<file path="config.mk">
export PLATFORM = sky130hd
export DESIGN_NAME = i2c_master_ctrl
export DESIGN_NICKNAME = d
export VERILOG_FILES = /design/src/rtl/i2c_master_ctrl.sv
export SDC_FILE = /design/constraint.sdc
export NUM_CORES = 1
export LEC_CHECK = 0
export CAP_MARGIN = 25
export CORE_MARGIN = 5
export CORE_UTILIZATION = 30
export CTS_CLUSTER_SIZE = 25
export DETAILED_ROUTE_END_ITERATION = 7
export PLACE_DENSITY = 0.63
export SYNTH_ARGS = -nofsm -noshare
export SYNTH_HDL_FRONTEND = slang
export SYNTH_SLANG_ARGS = --single-unit
</file>
<file path="constraint.sdc">
create_clock -name clk -period 2.2 [get_ports clk]
set_clock_uncertainty 0.15 [all_clocks]
set_input_delay 0.22 -clock clk [delete_from_list [all_inputs] [get_ports clk]]
set_output_delay 0.22 -clock clk [all_outputs]
set_load 0.05 [all_outputs]
</file>
<file path="src/rtl/i2c_master_ctrl.sv">
// Single-transaction I2C initiator: one 8-bit-address register write or read.
// Define I2CM_STRETCH_EN to let the responder stretch SCL at every released-SCL quarter Q2.
module i2c_master_ctrl #(
  parameter int unsigned CLK_DIV = 64
) (
  input  logic       clk,
  input  logic       reset,
  input  logic       start,
  input  logic       rw,
  input  logic [6:0] dev_addr,
  input  logic [7:0] reg_addr,
  input  logic [7:0] wdata,
  output logic [7:0] rdata,
  output logic       busy,
  output logic       done,
  output logic       ack_err,
  input  logic       scl_in,
  input  logic       sda_in,
  output logic       scl_oe,
  output logic       sda_oe
);

  localparam int unsigned CW = $clog2(CLK_DIV);
  localparam logic [CW-1:0] CntMax = CW'(CLK_DIV - 1);

  typedef enum logic [3:0] {
    StIdle, StStart, StAddrW, StReg, StWdata, StRstart,
    StAddrR, StRdata, StMnack, StStop, StDone
  } state_e;

  state_e        state_q, state_d;
  logic [CW-1:0] cnt_q, cnt_d;
  logic [1:0]    qtr_q, qtr_d;
  logic [3:0]    bit_q, bit_d;
  logic          rw_q, rw_d;
  logic [6:0]    dev_q, dev_d;
  logic [7:0]    reg_q, reg_d;
  logic [7:0]    wdata_q, wdata_d;
  logic [7:0]    rdata_q, rdata_d;
  logic          nack_q, nack_d;
  logic          ack_err_q, ack_err_d;

  logic       active, q_end, smp, hold;
  logic [7:0] tx_byte;

  assign active  = (state_q != StIdle) && (state_q != StDone);
  assign q_end   = (cnt_q == CntMax) && (qtr_q == 2'd3);
  assign smp     = (cnt_q == CntMax) && (qtr_q == 2'd2);
  assign busy    = active;
  assign rdata   = rdata_q;
  assign ack_err = ack_err_q;

`ifdef I2CM_STRETCH_EN
  // SCL is released in Q2 of every phase, so a low scl_in there means the responder holds it.
  assign hold = active && (qtr_q == 2'd2) && (cnt_q == '0) && !scl_in;
`else
  logic unused_scl_in;
  assign unused_scl_in = scl_in;
  assign hold = 1'b0;
`endif

  always_comb begin
    tx_byte = reg_q;
    case (state_q)
      StAddrW: tx_byte = {dev_q, 1'b0};
      StWdata: tx_byte = wdata_q;
      StAddrR: tx_byte = {dev_q, 1'b1};
      default: tx_byte = reg_q;
    endcase
  end

  always_comb begin
    state_d   = state_q;
    cnt_d     = cnt_q;
    qtr_d     = qtr_q;
    bit_d     = bit_q;
    rw_d      = rw_q;
    dev_d     = dev_q;
    reg_d     = reg_q;
    wdata_d   = wdata_q;
    rdata_d   = rdata_q;
    nack_d    = nack_q;
    ack_err_d = ack_err_q;
    done      = 1'b0;

    if (active && !hold) begin
      if (cnt_q == CntMax) begin
        cnt_d = '0;
        qtr_d = qtr_q + 2'd1;
      end else begin
        cnt_d = cnt_q + CW'(1);
      end
    end

    case (state_q)
      StStart: if (q_end) state_d = StAddrW;
      StAddrW, StReg, StWdata, StAddrR: begin
        if (smp && bit_q == 4'd8) nack_d = sda_in;
        if (q_end) begin
          if (bit_q == 4'd8) begin
            bit_d = '0;
            if (nack_q) state_d = StStop;
            else begin
              case (state_q)
                StAddrW: state_d = StReg;
                StReg:   state_d = rw_q ? StRstart : StWdata;
                StWdata: state_d = StStop;
                default: state_d = StRdata;
              endcase
            end
          end else begin
            bit_d = bit_q + 4'd1;
          end
        end
      end
      StRstart: if (q_end) state_d = StAddrR;
      StRdata: begin
        if (smp) rdata_d = {rdata_q[6:0], sda_in};
        if (q_end) begin
          if (bit_q == 4'd7) begin
            bit_d   = '0;
            state_d = StMnack;
          end else begin
            bit_d = bit_q + 4'd1;
          end
        end
      end
      StMnack: if (q_end) state_d = StStop;
      StStop: begin
        if (q_end) begin
          state_d   = StDone;
          ack_err_d = nack_q;
        end
      end
      StDone: begin
        done    = 1'b1;
        state_d = StIdle;
      end
      default: ;
    endcase

    if (!active && start) begin
      state_d   = StStart;
      cnt_d     = '0;
      qtr_d     = '0;
      bit_d     = '0;
      rw_d      = rw;
      dev_d     = dev_addr;
      reg_d     = reg_addr;
      wdata_d   = wdata;
      nack_d    = 1'b0;
      ack_err_d = 1'b0;
    end
  end

  always_comb begin
    scl_oe = 1'b0;
    sda_oe = 1'b0;
    case (state_q)
      StStart: begin
        scl_oe = (qtr_q == 2'd3);
        sda_oe = qtr_q[1];
      end
      StAddrW, StReg, StWdata, StAddrR: begin
        scl_oe = !qtr_q[1];
        sda_oe = (bit_q != 4'd8) && !tx_byte[~bit_q[2:0]];
      end
      StRdata, StMnack: scl_oe = !qtr_q[1];
      StRstart: begin
        scl_oe = (qtr_q == 2'd0) || (qtr_q == 2'd3);
        sda_oe = qtr_q[1];
      end
      StStop: begin
        scl_oe = (qtr_q == 2'd0);
        sda_oe = !qtr_q[1];
      end
      default: ;
    endcase
  end

  always_ff @(posedge clk) begin
    if (reset) begin
      state_q   <= StIdle;
      cnt_q     <= '0;
      qtr_q     <= '0;
      bit_q     <= '0;
      rw_q      <= 1'b0;
      dev_q     <= '0;
      reg_q     <= '0;
      wdata_q   <= '0;
      rdata_q   <= '0;
      nack_q    <= 1'b0;
      ack_err_q <= 1'b0;
    end else begin
      state_q   <= state_d;
      cnt_q     <= cnt_d;
      qtr_q     <= qtr_d;
      bit_q     <= bit_d;
      rw_q      <= rw_d;
      dev_q     <= dev_d;
      reg_q     <= reg_d;
      wdata_q   <= wdata_d;
      rdata_q   <= rdata_d;
      nack_q    <= nack_d;
      ack_err_q <= ack_err_d;
    end
  end

endmodule

</file>
==> flow_summary.yaml, run 1 <==
route:
  drtAntennaViolNets: 0
  drt-total-wl_um: 6380
  wl_per_cell_um: 13.1
  vias_per_cell: 4.93
  route.detailed.drc: 0
  drt_pass1_iterations: 4
  vias: 2405
  drt_iter0_markers: 131
power:
  pwr-share-seq_pct: 56.4
  total_leakage_power_nw: 1.28
  p_int_mw: 1.26
  p_comb_share_pct: 12.7
  p_per_area_nw_per_um2: 487
  p_sw_mw: 0.430
  p_sw_share_pct: 25.5
  clkPwrFrac_pct: 30.9
  ir_drop_uv: 232
floorplanning:
  dieHeight_um: 103
  start_util_pct: 30.4
  ios: 42
  core_area_um2: 8590
  die_w_um: 103
  dieArea_um2: 10700
  row_count: 34
clock_tree:
  postCtsHoldBufs: 0
  numClockSinks: 50
  cts_tree: "yes"
  clk_latency_ns: 0.31
  clock-root-buffer: "clkbuf_8"
  cts.clk_slew.worst_paths_ns: 0.09
  cts_made_buffers: 5
  clk_path_buf_depth: 2
  htree_levels: 2
synthesis:
  syn_area_um2: 2620
  avgSynthCellArea_um2: 8.15
  ys_top_cells_by_area: "dfxtp_1 (38%), nand2_1 (9.5%), a21oi_1 (7.1%)"
  yosysMostFrequentCell: "nand2_1"
  synthFlopType: "dfxtp_1"
  ys_types: 57
  async_flop_share_pct: 0
  syn_nets: 356
  synth-edff-count: 0
  ys_warn_count: 0
  yosys.area.top_type: "dfxtp_1"
  synth_common_cells: "nand2_1 (66), dfxtp_1 (50), a21oi_1 (37), nor2_1 (34), mux2i_1 (15)"
  synth_top_area_share_pct: 38.3
  ys_ff_latch: 50
  syn_inst: 321
  seq_area_frac_synth_pct: 38.3
min_path:
  min_from: "reg_addr[1]"
  min_path_type: "input port to flop"
timing:
  fin_ws_ns: -0.122
  relSlewSlack_pct: 66.0
  timing_worst_slew_pin_value_ns: 0.508
  drv_slew: 0
  setup_viol: 1
  rsz0062_at_grt: "yes"
  fmax_mhz: 431
  period_minus_slack_ns: 2.32
  fin_crit_sh_pct: 106
  finalHoldViolations: 0
final_layout:
  final_cells: 488
  syn2layout_area_growth_pct: 32.5
  drive_gt1_share_pct: 19.5
  finalInstanceArea_um2: 3470
  num-nets-final: 415
  antennaDiodeCount: 0
global_route:
  antenna_found_initial: 0
  grt_start_max_net_pins: 34
  grt_usage_pct: 12.4
  grt_pass1_wl_um: 10600
  grt_pass1_vias: 2302
  gr-total-overflow: 0
place:
  dp_hpwl_um: 4650
  port_buffers: 40
  dp.cells: 472
  placed_cell_area_um2: 3240
  gp_congestion: 0.797
setup_path:
  crit_type: "flop to output pin"
  cp-start-kind: "flop"
  rr_startpoint: "cnt_q[0]"
  cp.required_ns: 1.83
  cp.arrival_ns: 1.95
  crit_start: "state_q[1]"
  critPathCaptureType: "output pin"
  critPathMaxFanout: 7
run:
  drv_cap: 0
run_status:
  violations: "negative setup slack"
  status: "complete, but fails checks"
## worst paths after layout
check,endpoint,slack [ns],cells past startpoint
max,sda_oe,-0.12,7
max reg2reg,state_q[0],0.09,7
min,reg_q[1],0.30,3
min reg2reg,dev_q[4],0.31,2
## state kept, by name (all words and copies together) (netlist names)
signal,flops
reg_q,8
rw_q,1
dev_q,7
rdata,8
state_q,4
nack_q,1
wdata_q,8
bit_q,4
ack_err,1
cnt_q,6
qtr_q,2
## per-stage QoR
stage / setup TNS (ns) / setup slack [ns] / util [%] / hold slack [ns] / total power [mW]
6_report: -0.122 / -0.122 / 40.3 / 0.302 / 1.69
3_5_place_dp: 0 / 0.0494 / 37.7 / 0.297 / 1.18
4_1_cts: -0.112 / -0.112 / 39.6 / 0.294 / 1.71
2_1_floorplan: 0 / 0.0490 / - / 0.206 / 1.09
3_3_place_gp: 0 / 0.0860 / 37.7 / 0.297 / 1.18
5_1_grt: -0.199 / -0.190 / 40.3 / 0.297 / 1.77
## power groups by stage
stage / Combinational (mW) / Sequential [mW] / Clock, mW
after floorplan: 0.121 / 0.969 / 0
after detailed placement: 0.203 / 0.977 / 0
after global placement: 0.201 / 0.976 / 0
after global routing: 0.235 / 0.957 / 0.573
after CTS: 0.208 / 0.953 / 0.546
final: 0.214 / 0.953 / 0.522
## final cells by class
class                           instances  area (um^2)
Timing Repair Buffer                   69          684
Multi-Input combinational cell        243         1510
Sequential cell                        50         1010
Fill cell                             903         5130
Clock inverter                          2         15.0
Tap cell                              108          135
Clock buffer                            5         68.8
Inverter                               11         41.3
## metal layers
metal,wire length [um],up-vias,GRT usage [%]
met4,161,0,4.88
met2,3150,50,21.4
met1,2830,1119,15.0
li1,-,1222,-
met5,0,-,0
met3,246,14,2.48
## logic make-up after synthesis
logic type                 count (synthesis)  synth area share, %
xor gates and xnor gates                   8                 2.68
buffers and inverters                     29                 6.12
muxes                                     16                 6.17
adders and majority gates                  6                 2.87
and+or+nand+nor                          138                 25.7
AOI/OAI and AO/OA                         74                 18.2
DFF                                       50                 38.3
## timing repair
item | 4_1_cts | 5_1_grt
cloned | 1 | 0
setup buffers | 4 | 4
resized for setup | 20 | 9
hold endpoints to repair | 0 | 0
pin swaps | 7 | 2
endpoints found under the setup margin | 3 | 3
## cell usage in the layout, fill, tap and decap left out, types with 3 or more instances in the layout
master	netlist	final
nor3_2	2	3
mux2i_1	15	15
nand2b_1	6	6
inv_1	9	9
a221oi_1	5	3
xnor2_1	6	6
o21ai_1	0	3
dfxtp_1	50	46
clkbuf_8	0	5
buf_12	0	4
ha_1	6	6
clkdlybuf4s50_1	0	36
buf_4	3	23
buf_6	5	5
nor2_1	34	34
o21ai_0	11	6
nand3_1	7	7
a21oi_1	37	37
o21ai_2	2	4
nand2_1	66	66
or3_1	3	3
## worst max-delay path: stages (launching register included)
cell and delay, ns:
dfxtp_4 0.39, buf_4 0.14, o21ai_4 0.20, a22oi_1 0.12
a21oi_1 0.24, nor4_2 0.06, a311o_1 0.33, buf_12 0.17
(Power assumes the default switching activity.)
==> run 2: changes to the inputs <==
- CAP_MARGIN: 25 -> 20
- GPL_TIMING_DRIVEN: not set -> 1
==> results of run 2 <==
Same layout as run 1: the final DEF is identical, and so are final timing and power.
